<file path="src/rtl/settings_bus_master.sv">
// settings_bus_master: single-beat command processor for the settings bus.
// Each 64-bit command beat performs one settings-bus write or one indexed
// readback, and produces exactly one 64-bit response beat.
module settings_bus_master #(
  parameter int unsigned AWIDTH       = 8,
  parameter int unsigned RB_SEL_ADDR  = 0,
  parameter int unsigned RB_SEL_WIDTH = 5,
  parameter int unsigned RB_WAIT      = 2
) (
  input  logic              bus_clk,
  input  logic              bus_rst_n,
  input  logic [63:0]       cmd_tdata,
  input  logic              cmd_tvalid,
  input  logic              cmd_tlast,
  output logic              cmd_tready,
  output logic [63:0]       resp_tdata,
  output logic              resp_tvalid,
  output logic              resp_tlast,
  input  logic              resp_tready,
  output logic              set_stb,
  output logic [AWIDTH-1:0] set_addr,
  output logic [31:0]       set_data,
  input  logic [31:0]       rb_data,
  output logic              busy
);

  typedef enum logic [1:0] {
    S_IDLE,
    S_STROBE,
    S_WAIT,
    S_RESP
  } state_t;

  localparam logic [1:0] OP_WRITE = 2'b00;
  localparam logic [1:0] OP_READ  = 2'b01;
  // RB_WAIT is legal in 1..15, so the countdown fits in four bits.
  localparam logic [3:0] LP_WAIT_LOAD = 4'(RB_WAIT - 1);

  state_t              r_state;
  state_t              w_next_state;
  logic                r_cmd_tready;
  logic [1:0]          r_op;
  logic [7:0]          r_seq;
  logic [31:0]         r_payload;
  logic [AWIDTH-1:0]   r_set_addr;
  logic [31:0]         r_set_data;
  logic [3:0]          r_cnt;

  logic                w_cmd_hs;
  logic [1:0]          w_op_in;
  logic                w_op_in_valid;
  logic                w_is_read;
  logic [RB_SEL_WIDTH-1:0] w_rb_idx;
  logic                w_set_stb;
  logic                w_resp_tvalid;
  logic                w_busy;
  logic                w_unused;

  assign w_cmd_hs      = cmd_tvalid & r_cmd_tready;
  assign w_op_in       = cmd_tdata[63:62];
  assign w_op_in_valid = ~w_op_in[1];
  assign w_is_read     = (r_op == OP_READ);
  assign w_rb_idx      = cmd_tdata[RB_SEL_WIDTH+31:32];

  // tlast carries no meaning here and most command bits are reserved.
  assign w_unused = ^{cmd_tlast, cmd_tdata};

  // State register.
  always_ff @(posedge bus_clk or negedge bus_rst_n) begin
    if (!bus_rst_n) begin
      r_state <= S_IDLE;
    end else begin
      r_state <= w_next_state;
    end
  end

  // Next-state and state-decoded outputs.
  always_comb begin
    w_next_state  = r_state;
    w_set_stb     = 1'b0;
    w_resp_tvalid = 1'b0;
    w_busy        = 1'b1;
    case (r_state)
      S_IDLE: begin
        w_busy = 1'b0;
        if (w_cmd_hs) begin
          w_next_state = w_op_in_valid ? S_STROBE : S_RESP;
        end
      end
      S_STROBE: begin
        w_set_stb    = 1'b1;
        w_next_state = w_is_read ? S_WAIT : S_RESP;
      end
      S_WAIT: begin
        if (r_cnt == 4'd0) begin
          w_next_state = S_RESP;
        end
      end
      S_RESP: begin
        w_resp_tvalid = 1'b1;
        if (resp_tready) begin
          w_next_state = S_IDLE;
        end
      end
      default: begin
        w_next_state = S_IDLE;
      end
    endcase
  end

  // Command latch, settings-bus drive registers, readback countdown/capture.
  // cmd_tready is registered from the next state so it is low during reset,
  // rises one cycle after release, and has no path from resp_tready.
  // Address/data are loaded on the handshake edge so they appear together
  // with set_stb, and are left untouched otherwise so they hold.
  always_ff @(posedge bus_clk or negedge bus_rst_n) begin
    if (!bus_rst_n) begin
      r_cmd_tready <= 1'b0;
      r_op         <= '0;
      r_seq        <= '0;
      r_payload    <= '0;
      r_set_addr   <= '0;
      r_set_data   <= '0;
      r_cnt        <= '0;
    end else begin
      r_cmd_tready <= (w_next_state == S_IDLE);

      if (w_cmd_hs) begin
        r_op      <= w_op_in;
        r_seq     <= cmd_tdata[55:48];
        r_payload <= (w_op_in == OP_WRITE) ? cmd_tdata[31:0] : '0;
        if (w_op_in == OP_WRITE) begin
          r_set_addr <= cmd_tdata[AWIDTH+31:32];
          r_set_data <= cmd_tdata[31:0];
        end else if (w_op_in == OP_READ) begin
          r_set_addr <= AWIDTH'(RB_SEL_ADDR);
          r_set_data <= 32'(w_rb_idx);
        end
      end

      if (r_state == S_STROBE && w_is_read) begin
        r_cnt <= LP_WAIT_LOAD;
      end else if (r_state == S_WAIT && r_cnt != 4'd0) begin
        r_cnt <= r_cnt - 4'd1;
      end

      if (r_state == S_WAIT && r_cnt == 4'd0) begin
        r_payload <= rb_data;
      end
    end
  end

  assign cmd_tready  = r_cmd_tready;
  assign resp_tvalid = w_resp_tvalid;
  assign resp_tlast  = w_resp_tvalid;
  assign resp_tdata  = {r_op, r_op[1], 5'b0, r_seq, 16'b0, r_payload};
  assign set_stb     = w_set_stb;
  assign set_addr    = r_set_addr;
  assign set_data    = r_set_data;
  assign busy        = w_busy;

endmodule

</file>
<file path="config.mk">
export PLATFORM = sky130hd
export DESIGN_NAME = settings_bus_master
export DESIGN_NICKNAME = d
export VERILOG_FILES = /design/src/rtl/settings_bus_master.sv
export SDC_FILE = /design/constraint.sdc
export NUM_CORES = 1
export LEC_CHECK = 0
export ABC_AREA = 1
export CAP_MARGIN = 20
export CELL_PAD_IN_SITES_DETAIL_PLACEMENT = 1
export CELL_PAD_IN_SITES_GLOBAL_PLACEMENT = 1
export CORE_MARGIN = 2
export CORE_UTILIZATION = 31
export CTS_CLUSTER_DIAMETER = 200
export DETAILED_ROUTE_END_ITERATION = 10
export PLACE_DENSITY = 0.95
export SLEW_MARGIN = 15
export SYNTH_ARGS = -nofsm -noshare
export SYNTH_HDL_FRONTEND = slang
export SYNTH_SLANG_ARGS = --single-unit
</file>
<file path="constraint.sdc">
create_clock -name bus_clk -period 4.1 [get_ports bus_clk]
set_clock_uncertainty 0.15 [all_clocks]
set_input_delay 0.615 -clock bus_clk [delete_from_list [all_inputs] [get_ports bus_clk]]
set_output_delay 0.615 -clock bus_clk [all_outputs]
set_load 0.05 [all_outputs]
</file>
Yosys cells after proc, flatten, opt, wreduce, memory -nomap -nowiden
Index checks and enable logic that the tools add are counted.
{ "word_totals": {"regBits": 89, "output_inout_bits": 109} }
{ "classes": {"n_addsub": 1, "n_eq_ne": 5, "mux": 18, "bitwise": 1, "reduce_logical": 12} }
{ "ops": {"columns": ["cell", "count"], "rows": [
  ["2-to-1 mux 32 bit", 5],
  ["2-to-1 mux 8 bit", 2],
  ["2-to-1 mux 2 bit", 4],
  ["2-to-1 mux 4 bit", 2],
  ["case mux 2 bit (4 select lines)", 1],
  ["== test 2 x 1 -> 1 bit, second input constant", 3],
  ["zero test 2 bit", 3],
  ["nonzero test 2 bit", 3],
  ["== test 2 bit, second input constant", 2],
  ["zero test 4 bit", 1],
  ["2-to-1 mux 1 bit", 4],
  ["nonzero test 4 bit", 1],
  ["subtractor 4 x 1 -> 4 bit, second input constant", 1],
  ["logical AND 1 bit", 3],
  ["AND reduction 2 bit", 1],
  ["bitwise AND 1 bit", 1]
]} }

Longest topological paths before layout
Gate-level depths: netlist (run 1).
{ "depth": {"depth_word": 4, "mapped_depth": 8} }

Worst setup path after synthesis (run 1)
Ideal clock, no wire load.
{ "synth_timing": {"path_type": "reg-to-reg", "from": "register r_state[0]", "to": "register r_cnt[2]", "setup_time_ns": 0.121, "t_arrival_ns": 1.686, "slack_ns": 2.143, "path_stages_with_launch": 6, "period_less_slack_ns": 1.957, "cell_sequence": "dfrtp_1 -> inv_1 -> nor2_1 -> nand3_1 -> nand3_1 -> nand2_1"} }
{ "synth_between": {"elab_chain_cells": 3, "word_cells_on_any_way": 6, "cone_classes": "eq/ne (2); mux (1); reduce/logical (3)"} }
{ "synth_lines": {"columns": ["item", "line", "source"], "rows": [
  ["start: declaration", "39", "state_t r_state;"],
  ["start signal: assignment", "73", "r_state <= w_next_state;"],
  ["== test 2 x 1 -> 1 bit or == test 2 bit (tied branches)", "141, 143", null],
  ["logical AND 1 bit (on tied branches)", "141, 143", null],
  ["2-to-1 mux 4 bit or nonzero test 2 bit (tied branches)", null, null],
  ["end signal: assignment", "144", "r_cnt <= r_cnt - 4'd1;"],
  ["end: declaration", "47", "logic [3:0] r_cnt;"]
]} }
Several ways; a longest one is shown, not always the timed one.
A chain may end at the register's enable or synchronous reset.

Worst setup path after layout (run 1)
{ "layout_timing": {"from": "register r_state[0]", "to": "output set_stb"} }
{ "layout_between": {"elab_chain_cells": 2} }
{ "layout_lines": {"columns": ["item", "line", "source"], "rows": [
  ["== test 2 x 1 -> 1 bit", "83", "case (r_state)"],
  ["2-to-1 mux 1 bit", "83", null],
  ["end: declaration", "20", "output logic set_stb,"]
]} }
No other way between the ends.

==> impl_metrics.prom, run 1 <==
# TYPE chip_impl_metric gauge
chip_impl_info{name="layout.cells.most_common",value="clkdlybuf4s50_1"} 1
chip_impl_metric{name="clock_sinks",unit=""} 89
chip_impl_metric{name="cap_violations",unit=""} 0
chip_impl_info{name="critical_path_type",value="flop to output port"} 1
chip_impl_info{name="synth_top_area_cell",value="dfrtp_1"} 1
chip_impl_metric{name="grt_start_max_net_pins",unit=""} 83
chip_impl_metric{name="grt_pass1_vias",unit=""} 4307
chip_impl_metric{name="detail_route.iter0.violations",unit=""} 154
chip_impl_metric{name="drc",unit=""} 0
chip_impl_metric{name="distinct_cell_type_count_after_synthesis",unit=""} 26
chip_impl_info{name="setup.worst_path.start_class",value="flop"} 1
chip_impl_metric{name="port_buffers",unit=""} 173
chip_impl_metric{name="design.die.area",unit="mm²"} 0.0148
chip_impl_info{name="crit_slowest_cell",value="clkdlybuf4s50_1"} 1
chip_impl_metric{name="final_min_period_over_clock_period",unit="%"} 64.3
chip_impl_metric{name="cts_inserted_buffers",unit=""} 9
chip_impl_metric{name="setup_viol",unit=""} 0
chip_impl_metric{name="htree_levels",unit=""} 3
chip_impl_metric{name="cts_buffer_depth",unit=""} 2
chip_impl_metric{name="timing.critical_path.arrival",unit="ns"} 1.87
chip_impl_metric{name="critical_path.max_fanout",unit=""} 4
chip_impl_metric{name="ios",unit=""} 210
chip_impl_info{name="synth_area_leaders",value="dfrtp_1 52%, nand2_1 11%, nand3_1 8.3%"} 1
chip_impl_metric{name="dpl.hpwl",unit="mm"} 9.71
chip_impl_metric{name="cellPowerDensity",unit="mW/mm²"} 880
chip_impl_metric{name="worstMarginPinSlew",unit="ns"} 0.838
chip_impl_metric{name="first_pass_iteration_count_of_the_detailed_router",unit=""} 4
chip_impl_metric{name="final-max-slew-violation-count",unit=""} 0
chip_impl_info{name="grt_setup_unrepaired",value="false"} 1
chip_impl_metric{name="clock_pin_transition_on_the_worst_setup_and_hold_timing_paths",unit="ns"} 0.06
chip_impl_metric{name="post_layout_nonfiller_instances",unit=""} 852
chip_impl_metric{name="number_of_rows_in_the_core_area",unit=""} 42
chip_impl_metric{name="detail_route.wirelength",unit="mm"} 14.1
chip_impl_metric{name="yosysSeqAreaShare",unit="%"} 52.0
chip_impl_metric{name="synth_area",unit="mm²"} 0.00429
chip_impl_metric{name="setup_ws",unit="ns"} 1.46
chip_impl_metric{name="final_nets",unit=""} 773
chip_impl_metric{name="max_clock_freq",unit="MHz"} 379
chip_impl_metric{name="final-hold-violation-count",unit=""} 0
chip_impl_metric{name="grt-ovfl-total",unit=""} 0
chip_impl_metric{name="fp.coreArea",unit="mm²"} 0.0133
chip_impl_info{name="min-delay-path-class",value="primary input to asynchronous set/reset pin"} 1
chip_impl_metric{name="placed_cell_area",unit="mm²"} 0.00598
chip_impl_metric{name="pre_cts_slack",unit="ns"} 1.32
chip_impl_metric{name="final_design_area_no_fill",unit="mm²"} 0.00633
chip_impl_info{name="tritoncts",value="done"} 1
chip_impl_metric{name="timing.critical_path.required",unit="ns"} 3.34
chip_impl_metric{name="synth_top_area_share",unit="%"} 52.0
chip_impl_metric{name="grt_first_pass_wirelength",unit="mm"} 22.3
chip_impl_metric{name="met2_usage",unit="%"} 33.7
chip_impl_metric{name="reg2reg_slack",unit="ns"} 1.81
chip_impl_metric{name="grtUsageMet1",unit="%"} 23.1
chip_impl_metric{name="syn_area_per_cell",unit="µm²"} 8.26
chip_impl_metric{name="clkLatencyLatePin",unit="ns"} 0.34
chip_impl_info{name="run_status",value="finished clean"} 1
chip_impl_metric{name="syn2layout_area_growth",unit="%"} 47.6
chip_impl_info{name="worstSetupEndpointType",value="output port"} 1
chip_impl_metric{name="globalRouteMet3Util",unit="%"} 4.40
chip_impl_info{name="ctsRootBufferMaster",value="clkbuf_16"} 1
chip_impl_metric{name="p_leak",unit="nW"} 2.90
chip_impl_metric{name="chipHeight",unit="µm"} 122
chip_impl_metric{name="warning_count_from_the_yosys_run",unit=""} 0
chip_impl_metric{name="cts.hold.buffers_added",unit=""} 0
chip_impl_metric{name="relSlewSlack",unit="%"} 44.0
chip_impl_info{name="crit_chain",value="inv_1 > nor2_1 > clkdlybuf4s50_1"} 1
chip_impl_metric{name="routed-via-count",unit=""} 4096
chip_impl_info{name="gr-max-usage-layer",value="met2"} 1
chip_impl_metric{name="grt_antenna_before_repair",unit=""} 0
chip_impl_metric{name="gp_congestion",unit=""} 0.774
chip_impl_info{name="layout.cells.most_common_list",value="171 x clkdlybuf4s50_1, 127 x nand2_1, 89 x dfrtp_1"} 1
chip_impl_metric{name="timing.final.crit_period",unit="ns"} 2.64
chip_impl_metric{name="cpPeakStageDelay",unit="ns"} 0.85
chip_impl_metric{name="antennaDiodeCount",unit=""} 0
chip_impl_metric{name="placed_cells",unit=""} 836
chip_impl_metric{name="die_x",unit="µm"} 122
chip_impl_metric{name="grt_total_usage",unit="%"} 19.4
chip_impl_metric{name="detail-route-antenna-nets",unit=""} 0
chip_impl_metric{name="vias_per_cell",unit=""} 4.81
chip_impl_metric{name="register_bit_count_reported_by_yosys",unit=""} 89
chip_impl_metric{name="drive_gt1_share",unit="%"} 5.47
chip_impl_metric{name="tns",unit="ns"} 0
chip_impl_metric{name="avgRoutedWirePerCell",unit="µm"} 16.5
chip_impl_metric{name="post_cts.resized_instances",unit=""} 0
chip_impl_metric{name="gate_count_after_technology_mapping",unit=""} 519
chip_impl_metric{name="power.ir.vdd_worst",unit="mV"} 0.304
chip_impl_metric{name="initial_core_util",unit="%"} 32.1
chip_impl_metric{name="postCtsSetupRepairBufs",unit=""} 0
## power by group
part	leakage, nW	switching [mW]	internal (mW)
clock network	0.166	0.356	0.612
logic	1.60	2.15	0.962
registers	1.14	0.220	1.27
total	2.90	2.73	2.84
## worst paths after layout
path,start,endpoint,cells after the start
max,r_state[0],set_stb,3
min,bus_rst_n,set_addr[0],1
max reg2reg,r_cnt[0],r_payload[26],6
min reg2reg,r_seq[5],r_seq[5],2
max in group asynchronous,bus_rst_n,r_seq[2],2
min in group bus_clk,r_seq[5],r_seq[5],2
## Yosys cell counts
cell type and count:
a21oi_1 2, a31oi_1 4, buf_2 17, buf_4 25, buf_6 4, clkbuf_1 7, clkbuf_2 2, conb_1 1
dfrtp_1 89, ha_1 1, inv_1 42, inv_2 3, nand2_1 127, nand2_2 4, nand3_1 71, nand3_2 1
nand3b_1 1, nand4_1 1, nor2_1 14, nor2_2 3, nor2_4 2, nor3_1 27, o21ai_0 53, o21ai_1 13
o21ai_2 4, xor2_1 1
## per-layer routing
layer | vias to the layer above | routed length (µm)
met5 | - | 0
met4 | 0 | 402
met3 | 25 | 818
met2 | 122 | 7080
met1 | 2001 | 5780
li1 | 1948 | -
## area by class of cell
type,instances,area (µm²)
Clock buffer,11,243
Clock inverter,5,103
Fill cell,1594,7020
Inverter,45,169
Multi-Input combinational cell,350,1620
Sequential cell,89,2230
Tap cell,176,220
Timing Repair Buffer,176,1750
## critical path, delay by kind of cell (launching register included)
family,cells,cell delay (ns)
and+or+nand+nor,1,0.18
buffers and inverters,2,0.94
DFF,1,0.40
## kinds of logic (layout without fill, tap and decap cells)
logic type,Yosys count,count (layout),synth area share (%)
AND/OR/NAND/NOR,251,251,25.9
AO/OA/AOI/OAI,76,76,9.34
XOR/XNOR,1,1,0.204
adder cells (fa/ha/maj),1,1,0.292
buffers and inverters,100,237,12.2
other,1,21,0.0875
flip-flops,89,89,52.0
## per-stage QoR
step           utilization, %  power, mW  hold WS, ns
4_1_cts                  47.4       5.63        0.339
2_1_floorplan               -       3.57        0.169
3_3_place_gp             44.8       4.55        0.311
6_report                 47.4       5.57        0.133
5_1_grt                  47.4       5.86        0.247
3_5_place_dp             44.8       4.64        0.323
## state kept, by name (all words and copies together) (netlist names)
signal	cells
r_state	2
r_cnt	4
r_seq	8
set_addr	8
cmd_tready	1
set_data	32
r_payload	32
r_op	2
No activity file was read; power rests on OpenSTA's default activity.
==> run 2, diff against run 1 <==
--- a/config.mk
+++ b/config.mk
@@ -10,10 +10,10 @@
 export CELL_PAD_IN_SITES_DETAIL_PLACEMENT = 1
 export CELL_PAD_IN_SITES_GLOBAL_PLACEMENT = 1
 export CORE_MARGIN = 2
-export CORE_UTILIZATION = 31
+export CORE_UTILIZATION = 29
 export CTS_CLUSTER_DIAMETER = 200
 export DETAILED_ROUTE_END_ITERATION = 10
-export PLACE_DENSITY = 0.95
+export PLACE_DENSITY = 0.92
 export SLEW_MARGIN = 15
 export SYNTH_ARGS = -nofsm -noshare
 export SYNTH_HDL_FRONTEND = slang
==> constraint.sdc (replaced) <==
create_clock -name bus_clk -period 2.55 [get_ports bus_clk]
set_clock_uncertainty 0.15 [all_clocks]
set_input_delay 0.3825 -clock bus_clk [delete_from_list [all_inputs] [get_ports bus_clk]]
set_output_delay 0.3825 -clock bus_clk [all_outputs]
set_load 0.05 [all_outputs]
==> run 2 against run 1 <==
Net effect:
- clock power increased by 58%
- non-clock buffer count increased by 8
- register-to-register slack got worse by 1.3 ns
- critical path depth unchanged
- sequential cell count unchanged
- combinational power increased by 64%
- routed wire length increased by 4.0%
- via count increased by 0.29%
- clock-buffer cell count increased by 1
- design area increased by 1.8%
- die area increased by 6.7%
- worst setup slack got worse by 1.3 ns
- critical path type unchanged
- critical endpoint unchanged
- largest cell class unchanged
- highest routed layer unchanged
==> impl_metrics.prom, run 2 (synthesis gave the netlist of run 1 again) <==
# TYPE chip_impl_metric gauge
chip_impl_info{name="timing.hold.worst_endpoint",value="r_state[1]"} 1
chip_impl_metric{name="detail_route.wirelength",unit="mm"} 14.6
chip_impl_info{name="r2r-end",value="r_payload[17]"} 1
chip_impl_metric{name="avgRoutedWirePerCell",unit="µm"} 16.9
chip_impl_metric{name="cap_violations",unit=""} 0
chip_impl_metric{name="ios",unit=""} 210
chip_impl_metric{name="relSlewSlack",unit="%"} 52.0
chip_impl_metric{name="clkLatencyLatePin",unit="ns"} 0.34
chip_impl_metric{name="syn2layout_area_growth",unit="%"} 50.4
chip_impl_metric{name="final_min_period_over_clock_period",unit="%"} 95.4
chip_impl_metric{name="critical_path.max_fanout",unit=""} 4
chip_impl_info{name="min-delay-path-class",value="primary input to flop"} 1
chip_impl_metric{name="grt_first_pass_wirelength",unit="mm"} 23.1
chip_impl_metric{name="port_buffers",unit=""} 173
chip_impl_metric{name="htree_levels",unit=""} 3
chip_impl_metric{name="pre_cts_slack",unit="ns"} 0.202
chip_impl_metric{name="grt_antenna_before_repair",unit=""} 1
chip_impl_metric{name="first_pass_iteration_count_of_the_detailed_router",unit=""} 4
chip_impl_info{name="tritoncts",value="done"} 1
chip_impl_metric{name="final_design_area_no_fill",unit="mm²"} 0.00644
chip_impl_info{name="cp-startpoint",value="r_state[0]"} 1
chip_impl_metric{name="clock_sinks",unit=""} 89
chip_impl_metric{name="fp.coreArea",unit="mm²"} 0.0145
chip_impl_metric{name="timing.hold.ws",unit="ns"} 0.331
chip_impl_metric{name="vias_per_cell",unit=""} 4.73
chip_impl_metric{name="setup_viol",unit=""} 0
chip_impl_metric{name="final-max-slew-violation-count",unit=""} 0
chip_impl_info{name="layout.cells.most_common_list",value="171 x clkdlybuf4s50_1, 127 x nand2_1, 89 x dfrtp_1"} 1
chip_impl_metric{name="number_of_rows_in_the_core_area",unit=""} 44
chip_impl_info{name="setup.worst_path.start_class",value="flop"} 1
chip_impl_metric{name="postCtsSetupRepairBufs",unit=""} 0
chip_impl_metric{name="cellPowerDensity",unit="mW/mm²"} 1400
chip_impl_metric{name="worstMarginPinSlew",unit="ns"} 0.721
chip_impl_metric{name="initial_core_util",unit="%"} 29.6
chip_impl_metric{name="detail-route-antenna-nets",unit=""} 0
chip_impl_info{name="run_status",value="finished clean"} 1
chip_impl_metric{name="final-hold-violation-count",unit=""} 0
chip_impl_metric{name="reg2reg_slack",unit="ns"} 0.50
chip_impl_metric{name="worstRegToRegCells",unit=""} 6
chip_impl_metric{name="chipHeight",unit="µm"} 126
chip_impl_metric{name="power.ir.vdd_worst",unit="mV"} 0.578
chip_impl_metric{name="grt_pass1_vias",unit=""} 4307
chip_impl_info{name="crit-reg2reg-launch",value="r_cnt[0]"} 1
chip_impl_metric{name="timing.critical_path.arrival",unit="ns"} 1.90
chip_impl_metric{name="drive_gt1_share",unit="%"} 6.58
chip_impl_metric{name="placed_cell_area",unit="mm²"} 0.00609
chip_impl_info{name="hold_path.startpoint",value="cmd_tdata[63]"} 1
chip_impl_metric{name="routed-via-count",unit=""} 4108
chip_impl_metric{name="finalPower",unit="mW"} 9.03
chip_impl_metric{name="grt_total_usage",unit="%"} 18.6
chip_impl_metric{name="worst_hold_path.num_cells",unit=""} 3
chip_impl_metric{name="setup_ws",unit="ns"} 0.118
chip_impl_metric{name="die_x",unit="µm"} 126
chip_impl_metric{name="max_clock_freq",unit="MHz"} 411
chip_impl_metric{name="final_nets",unit=""} 781
chip_impl_metric{name="p_leak",unit="nW"} 2.96
chip_impl_metric{name="gp_congestion",unit=""} 0.745
chip_impl_metric{name="design.die.area",unit="mm²"} 0.0158
chip_impl_metric{name="cts_inserted_buffers",unit=""} 9
chip_impl_metric{name="timing.final.crit_period",unit="ns"} 2.43
chip_impl_info{name="worstSetupEndpointType",value="output port"} 1
chip_impl_metric{name="tns",unit="ns"} 0
chip_impl_metric{name="detail_route.iter0.violations",unit=""} 199
chip_impl_info{name="grt_setup_unrepaired",value="false"} 1
chip_impl_metric{name="dpl.hpwl",unit="mm"} 10.5
chip_impl_info{name="layout.cells.most_common",value="clkdlybuf4s50_1"} 1
chip_impl_metric{name="timing.critical_path.required",unit="ns"} 2.02
chip_impl_metric{name="clock_pin_transition_on_the_worst_setup_and_hold_timing_paths",unit="ns"} 0.06
chip_impl_metric{name="grt-ovfl-total",unit=""} 0
chip_impl_metric{name="grt_start_max_net_pins",unit=""} 57
chip_impl_info{name="critical_path_type",value="flop to output port"} 1
chip_impl_metric{name="cts_buffer_depth",unit=""} 2
chip_impl_metric{name="drc",unit=""} 0
chip_impl_info{name="ctsRootBufferMaster",value="clkbuf_16"} 1
[run 2: cell count changes in the layout (fill, tap and decap cells not counted), sizes merged]
cell / previous run / this run
dlygate4sd3: 0 / 1
diode: 0 / 1
bufinv: 3 / 2
clkinvlp: 1 / 0
clkbuf: 11 / 12
clkinv: 1 / 2
buf: 5 / 12
[run 2: cell type report]
cell class                      instances  area (µm²)
Sequential cell                        89        2230
Clock buffer                           12         267
Antenna cell                            1        2.50
Fill cell                            1729        8040
Tap cell                              184         230
Timing Repair Buffer                  184        1860
Multi-Input combinational cell        350        1620
Inverter                               45         169
Clock inverter                          4        73.8
[run 2: routing by layer]
metal	up-vias	track usage [%]	share of wire, %
met3	21	3.25	4.4
met5	-	0	0
met2	118	32.6	51
met4	0	7.52	2.3
met1	2015	22.7	42
li1	1954	-	-
[run 2: repair_timing]
action / in CTS / in global routing
hold buffers: 1 / 0
hold endpoints to repair: 51 / 0
resized for setup: 0 / 0
[run 2: worst max-delay path by stage]
stage | end | slack, ns | depth (start not counted)
after global placement | set_data[24] | 0.33 | 5
after global routing | set_stb | 0.03 | 3
final | set_stb | 0.12 | 3
after CTS | set_stb | 0.09 | 3
after floorplan | r_cnt[2] | 0.59 | 5
after detailed placement | set_data[24] | 0.20 | 5
[run 2: per-stage QoR]
stage               std cells  util (%)
floorplan                 539         -
global placement          851      42.1
detailed placement        851      42.1
CTS                       868      44.5
global route              869      44.5
finish                    869      44.5
[run 2: report_power, final]
| part | switching (mW) | internal, mW |
|---|---|---|
| registers | 0.373 | 2.04 |
| clock network | 0.585 | 0.940 |
| logic | 3.49 | 1.60 |
| total | 4.45 | 4.57 |
[run 2: critical path: stages, from the launching register on]
cell and delay [ns]:
dfrtp_1 0.40, inv_1 0.10, nor2_1 0.20, clkdlybuf4s50_1 0.86
